File: config.mk
export PLATFORM = sky130hd
export DESIGN_NAME = countdown_timer
export DESIGN_NICKNAME = d
export VERILOG_FILES = /design/src/rtl/countdown_timer.sv
export SDC_FILE = /design/constraint.sdc
export NUM_CORES = 1
export LEC_CHECK = 0
export BUFFER_PORTS_ARGS = -buffer_cell sky130_fd_sc_hd__buf_2
export CELL_PAD_IN_SITES_DETAIL_PLACEMENT = 1
export CELL_PAD_IN_SITES_GLOBAL_PLACEMENT = 1
export CORE_MARGIN = 2
export CORE_UTILIZATION = 32
export CTS_BUF_LIST = sky130_fd_sc_hd__clkbuf_8 sky130_fd_sc_hd__clkbuf_16
export CTS_CLUSTER_DIAMETER = 150
export DETAILED_ROUTE_END_ITERATION = 8
export MAX_ROUTING_LAYER = met4
export PLACE_DENSITY_LB_ADDON = 0.1
export SYNTH_ARGS = -nofsm -noshare
export SYNTH_HDL_FRONTEND = slang
export SYNTH_SLANG_ARGS = --single-unit
File: constraint.sdc
create_clock -name i_clk -period 1.95 [get_ports i_clk]
set_input_delay 0 -clock i_clk [delete_from_list [all_inputs] [get_ports i_clk]]
set_output_delay 0 -clock i_clk [all_outputs]
set_load 0.1 [all_outputs]
File: src/rtl/countdown_timer.sv
// countdown_timer: six-digit BCD hh:mm:ss countdown from a loaded preset.
// Commands are resolved by fixed priority each cycle:
//   clear > load > pause > start > tick
// A tick decrements by one second through a BCD borrow chain. Reaching
// 00:00:00 returns to IDLE and pulses o_done for one cycle.
module countdown_timer (
    input  logic       i_clk,
    input  logic       i_reset_n,
    input  logic       i_tick,
    input  logic       i_clear,
    input  logic       i_load,
    input  logic       i_start,
    input  logic       i_pause,
    input  logic [3:0] i_hour_h,
    input  logic [3:0] i_hour_l,
    input  logic [3:0] i_minut_h,
    input  logic [3:0] i_minut_l,
    input  logic [3:0] i_second_h,
    input  logic [3:0] i_second_l,
    output logic [3:0] o_hour_h,
    output logic [3:0] o_hour_l,
    output logic [3:0] o_minut_h,
    output logic [3:0] o_minut_l,
    output logic [3:0] o_second_h,
    output logic [3:0] o_second_l,
    output logic       o_running,
    output logic       o_done,
    output logic       o_load_err
);

    localparam logic [1:0] ST_IDLE  = 2'd0;
    localparam logic [1:0] ST_RUN   = 2'd1;
    localparam logic [1:0] ST_PAUSE = 2'd2;

    logic [1:0] state_q, state_d;
    logic [3:0] hour_h_q, hour_h_d, hour_l_q, hour_l_d;
    logic [3:0] minut_h_q, minut_h_d, minut_l_q, minut_l_d;
    logic [3:0] second_h_q, second_h_d, second_l_q, second_l_d;
    logic       done_q, done_d;
    logic       load_err_q, load_err_d;

    logic       preset_ok;
    logic       value_zero;
    logic       value_one;
    logic [3:0] dec_hour_h, dec_hour_l, dec_minut_h, dec_minut_l;
    logic [3:0] dec_second_h, dec_second_l;
    logic       b_sl, b_sh, b_ml, b_mh, b_hl;

    // Preset legality and zero / one-second detection on the current value
    always_comb begin
        preset_ok = (i_hour_l <= 4'd9) && (i_minut_l <= 4'd9) &&
                    (i_second_l <= 4'd9) && (i_minut_h <= 4'd5) &&
                    (i_second_h <= 4'd5) && (i_hour_h <= 4'd2) &&
                    !((i_hour_h == 4'd2) && (i_hour_l > 4'd3));
        value_zero = (hour_h_q == 4'd0) && (hour_l_q == 4'd0) &&
                     (minut_h_q == 4'd0) && (minut_l_q == 4'd0) &&
                     (second_h_q == 4'd0) && (second_l_q == 4'd0);
        value_one  = (hour_h_q == 4'd0) && (hour_l_q == 4'd0) &&
                     (minut_h_q == 4'd0) && (minut_l_q == 4'd0) &&
                     (second_h_q == 4'd0) && (second_l_q == 4'd1);
    end

    // One-second BCD decrement with the borrow rippling from seconds to hours
    always_comb begin
        b_sl         = (second_l_q == 4'd0);
        dec_second_l = b_sl ? 4'd9 : second_l_q - 4'd1;

        b_sh         = b_sl && (second_h_q == 4'd0);
        dec_second_h = !b_sl ? second_h_q :
                       (second_h_q == 4'd0) ? 4'd5 : second_h_q - 4'd1;

        b_ml         = b_sh && (minut_l_q == 4'd0);
        dec_minut_l  = !b_sh ? minut_l_q :
                       (minut_l_q == 4'd0) ? 4'd9 : minut_l_q - 4'd1;

        b_mh         = b_ml && (minut_h_q == 4'd0);
        dec_minut_h  = !b_ml ? minut_h_q :
                       (minut_h_q == 4'd0) ? 4'd5 : minut_h_q - 4'd1;

        b_hl         = b_mh && (hour_l_q == 4'd0);
        dec_hour_l   = !b_mh ? hour_l_q :
                       (hour_l_q == 4'd0) ? 4'd9 : hour_l_q - 4'd1;

        // Never borrows out of hour_h: RUN leaves at zero before that can happen
        dec_hour_h   = b_hl ? hour_h_q - 4'd1 : hour_h_q;
    end

    // Command resolution and next-state / next-value selection
    always_comb begin
        state_d    = state_q;
        hour_h_d   = hour_h_q;
        hour_l_d   = hour_l_q;
        minut_h_d  = minut_h_q;
        minut_l_d  = minut_l_q;
        second_h_d = second_h_q;
        second_l_d = second_l_q;
        done_d     = 1'b0;
        load_err_d = 1'b0;

        if (i_clear) begin
            state_d    = ST_IDLE;
            hour_h_d   = '0;
            hour_l_d   = '0;
            minut_h_d  = '0;
            minut_l_d  = '0;
            second_h_d = '0;
            second_l_d = '0;
        end else if (i_load) begin
            // A load consumes the cycle even in RUN, where it is otherwise ignored
            if (state_q != ST_RUN) begin
                if (preset_ok) begin
                    hour_h_d   = i_hour_h;
                    hour_l_d   = i_hour_l;
                    minut_h_d  = i_minut_h;
                    minut_l_d  = i_minut_l;
                    second_h_d = i_second_h;
                    second_l_d = i_second_l;
                end else begin
                    load_err_d = 1'b1;
                end
            end
        end else if (i_pause && (state_q == ST_RUN)) begin
            state_d = ST_PAUSE;
        end else if (i_start) begin
            if ((state_q != ST_RUN) && !value_zero) begin
                state_d = ST_RUN;
            end
        end else if (i_tick && (state_q == ST_RUN)) begin
            hour_h_d   = dec_hour_h;
            hour_l_d   = dec_hour_l;
            minut_h_d  = dec_minut_h;
            minut_l_d  = dec_minut_l;
            second_h_d = dec_second_h;
            second_l_d = dec_second_l;
            if (value_one) begin
                state_d = ST_IDLE;
                done_d  = 1'b1;
            end
        end
    end

    // State, digit and pulse registers
    always_ff @(posedge i_clk or negedge i_reset_n) begin
        if (!i_reset_n) begin
            state_q    <= ST_IDLE;
            hour_h_q   <= '0;
            hour_l_q   <= '0;
            minut_h_q  <= '0;
            minut_l_q  <= '0;
            second_h_q <= '0;
            second_l_q <= '0;
            done_q     <= 1'b0;
            load_err_q <= 1'b0;
        end else begin
            state_q    <= state_d;
            hour_h_q   <= hour_h_d;
            hour_l_q   <= hour_l_d;
            minut_h_q  <= minut_h_d;
            minut_l_q  <= minut_l_d;
            second_h_q <= second_h_d;
            second_l_q <= second_l_d;
            done_q     <= done_d;
            load_err_q <= load_err_d;
        end
    end

    assign o_hour_h   = hour_h_q;
    assign o_hour_l   = hour_l_q;
    assign o_minut_h  = minut_h_q;
    assign o_minut_l  = minut_l_q;
    assign o_second_h = second_h_q;
    assign o_second_l = second_l_q;
    assign o_running  = (state_q == ST_RUN);
    assign o_done     = done_q;
    assign o_load_err = load_err_q;

endmodule

==> metrics.txt <==
outcome=finished with violations; failing checks=hold timing, setup timing; number of antenna violations at the first check in global routing=0; crit path cell chain=nor4_4 > nand4_1 > or2_4 > or4_4 > a21oi_2 > nor2_1; crit path capture type=register; classification of the worst setup path=reg2reg; Power Density=1130 mW/mm²; Setup crit start=o_minut_h[1]; Final WS setup=-0.230 ns; layout cell share with drive strength beyond 1=0.529; crit path DAT=between 2 and 2.5 ns; largest cells by area after synthesis=sky130_fd_sc_hd__dfrtp_1 41%, sky130_fd_sc_hd__o21ai_0 7.5%, sky130_fd_sc_hd__nor2_1 6.5%; logic depth of the worst register-to-register path=6; combinational fraction of design power=0.575; CTS H-tree depth=1; CP max stage cell=sky130_fd_sc_hd__or4_4; Net count, final=about 340; FF-to-FF setup slack=-0.23 ns; peak supply drop=between 0.5 and 0.6 mV; number of sinks driven by the clock tree=28; Min Clock Period, post-route=2.18 ns; RSZ-0062 raised after global routing=true; multi-input combinational cell area=0.00117 mm²; Layout Utilization=0.530; Leak Pwr=roughly 0.0012 µW; Highest Clock Rate=0.459 GHz; Net Switching=1590 µW; buffering stage count on the worst path with inverters included=0; Post-synth EDFFs=0; HPWL Detailed=between 4000 and 5000 µm; Max Transition Viols Final=0; remaining number of nets flagged by the antenna check after routing=0; number of inserted filler cells in the final layout=647; RePlAce Congestion=roughly 0.8; mean cell area of the mapped netlist=8.23 µm²; average detailed-routed wire length per instance=18.3 µm; initial cell density of the core=0.334; maximum single-stage delay on the critical path=0.51 ns; Die Footprint=about 0.0060 mm²; worst reg2reg path startpoint=o_minut_h[1]; Pre-Repair DR Iteration Count=4; Async SR Flop Fraction=1.00; die height=77.5 µm; standard cell core area=0.00517 mm²; total design power=3100 µW; sequential element share of the synthesized area=0.406; worst slew margin relative to its limit=0.506; port bufs=57; initial detailed-routing violation count=73; register share of total power=0.267; GRT overflow=0; pin count of the biggest net entering global routing=29; number of buffers added by the clock tree synthesis step=3; vias after detailed routing=2065; total wirelength of the detailed-routed design=6900 µm; Final Setup Violations=5; first-pass GRT wire length=~11000 µm; Worst path top cell family by delay=simple AND/OR/NAND/NOR gates; number of cells produced by synthesis=210; Clk pwr share=0.158; area used by sequential logic in the layout=754 µm²; # Max-Cap Violations=0; # DRC=0; Top Ports=58; number of gates on the worst path with buffers counted=6; Least-Margin Pin Slew=between 0.7 and 0.8 ns; total global-route track usage=0.237; Die X-Extent=77.5 µm; predominant post-synthesis flop cell=sky130_fd_sc_hd__dfrtp_1; CTS max path bufs=2; highest fanout seen on the critical path=2; vias in the first global route=2111; syn nets=~240; clock tree from TritonCTS=built; # placed instances=361; Switching Share=0.511; FF-to-FF End=state_q[0]; worst setup skew after layout=0.00526 ns; latest clock arrival within the worst-skew pair=approximately 0.29 ns; Ant. Diodes=0; end point of the critical path=state_q[0]; kind of path behind the tightest hold check=in2reg; worst slack on hold paths=-0.00409 ns; number of hold-slack violations in the final timing report=3; Required @ worst endpoint=between 2 and 2.5 ns; number of flip-flops and latches in the synthesized netlist=28; biggest area consumer among synthesized cells=sky130_fd_sc_hd__dfrtp_1; cell area after technology mapping=between 0.0015 and 0.002 mm²; clock edge transition at the registers on the reported setup and hold paths=0.11 ns; vias per std cell=5.49; Yosys cell types=43; CTS Root Buffer Type=sky130_fd_sc_hd__clkbuf_8; count of synthesis-stage warnings from yosys=0; number of rows created at floorplan=26; final critical-path share of the clock period=1.12; number of non-filler instances in the completed layout=376; area overhead of the layout relative to synthesis=58.6%; design internal power=~1500 µW; area share of the largest cell type after synthesis=0.406; Critical Path Source Type=register
==> power by group through the flow <==
stage               Clock [µW]  Sequential, µW  Combinational [µW]
floorplan                    0            1530                 429
global placement             0             822                1590
detailed placement           0             825                1610
CTS                        490             827                1680
global route               512             847                1890
finish                     490             829                1780
==> cell usage in the layout, fill, tap and decap left out, drive strengths merged, types with 2 or more instances in the layout <==
cell / n
and3: 2
nand2: 14
o21ai: 27
o31ai: 7
o22ai: 4
o211ai: 3
clkbuf: 3
dfrtp: 28
o2bb2ai: 2
a22o: 4
nor3: 9
dlygate4sd3: 2
nand3: 4
a21oi: 22
nor4: 10
inv: 10
or2: 3
a22oi: 4
nor2: 30
buf: 98
==> kinds of logic after synthesis <==
group	after synthesis	synth area share
compound gates	82	0.305
simple gates	81	0.243
flops	28	0.406
buf+inv	18	0.0391
fa+ha+maj	1	0.00724
==> repair_timing <==
action                                 CTS  global route
hold buffers                             2             0
pin swaps                                6            15
setup endpoints to repair               16            23
setup buffers                            5             4
gates resized for setup                 14            30
endpoints found under the hold margin   30             0
==> synth_stat cells, drive strengths merged (2+ instances only) <==
master and n:
nor3 9, nand3 4, o2bb2ai 2, dfrtp 28, o22ai 4, o211ai 3, clkbuf 8, nand2 14
and3 2, inv 10, or2 3, o21ai 27, nor4 10, o31ai 7, nor2 30, a22o 4
a21oi 22, a22oi 4
==> worst min path at each step <==
| stage | startpoint | endpoint | slack [ns] | cells after the start |
|---|---|---|---|---|
| after floorplan | i_reset_n | o_done | -0.30 | 0 |
| after global placement | i_reset_n | o_minut_l[3] | 0.08 | 1 |
| after detailed placement | i_reset_n | o_hour_l[0] | 0.09 | 1 |
| after CTS | i_second_l[0] | o_second_l[0] | 0.0004 | 3 |
| after global routing | i_second_l[0] | o_second_l[0] | 0.02 | 3 |
| final | i_hour_l[0] | o_hour_l[0] | -0.004 | 3 |
==> state kept, by name, summed over array words and instances (netlist names) <==
register    count
o_hour_h        4
o_hour_l        4
o_minut_h       4
o_minut_l       4
o_second_h      4
o_second_l      4
state_q         2
o_done          1
o_load_err      1
==> layout make-up <==
class,count,area share
flip-flops and latches,28,0.275
repair buffers,100,0.226
well taps,70,0.0320
clock inverters,1,0.0110
clock buffers,3,0.0151
inverters,10,0.0137
multi-input cells,164,0.426
==> per-layer routing <==
metal | global-route usage | vias to the layer above | routed length, µm
li1 | - | 983 | -
met1 | 0.314 | 1008 | 3150
met2 | 0.392 | 60 | 3350
met3 | 0.0291 | 14 | 257
met4 | 0.0482 | 0 | 138
met5 | - | - | 0
==> metrics by stage <==
| stage | TNS (ns) | instance area (µm²) | hold WS, ns | setup slack [ns] |
|---|---|---|---|---|
| finish | -0.610 | 2740 | -0.00409 | -0.230 |
| global route | -1.13 | 2740 | 0.0233 | -0.288 |
| CTS | -0.289 | 2600 | 0.000354 | -0.129 |
| detailed placement | -0.785 | 2410 | 0.0870 | -0.242 |
| global placement | -0.281 | 2410 | 0.0812 | -0.157 |
| floorplan | -0.357 | 1840 | -0.296 | -0.167 |
==> worst min-delay path, cell delays in order <==
cell and delay, ns:
sky130_fd_sc_hd__buf_2 0.07, sky130_fd_sc_hd__a21oi_1 0.07, sky130_fd_sc_hd__o21ai_2 0.12
(Power assumes the default switching activity.)
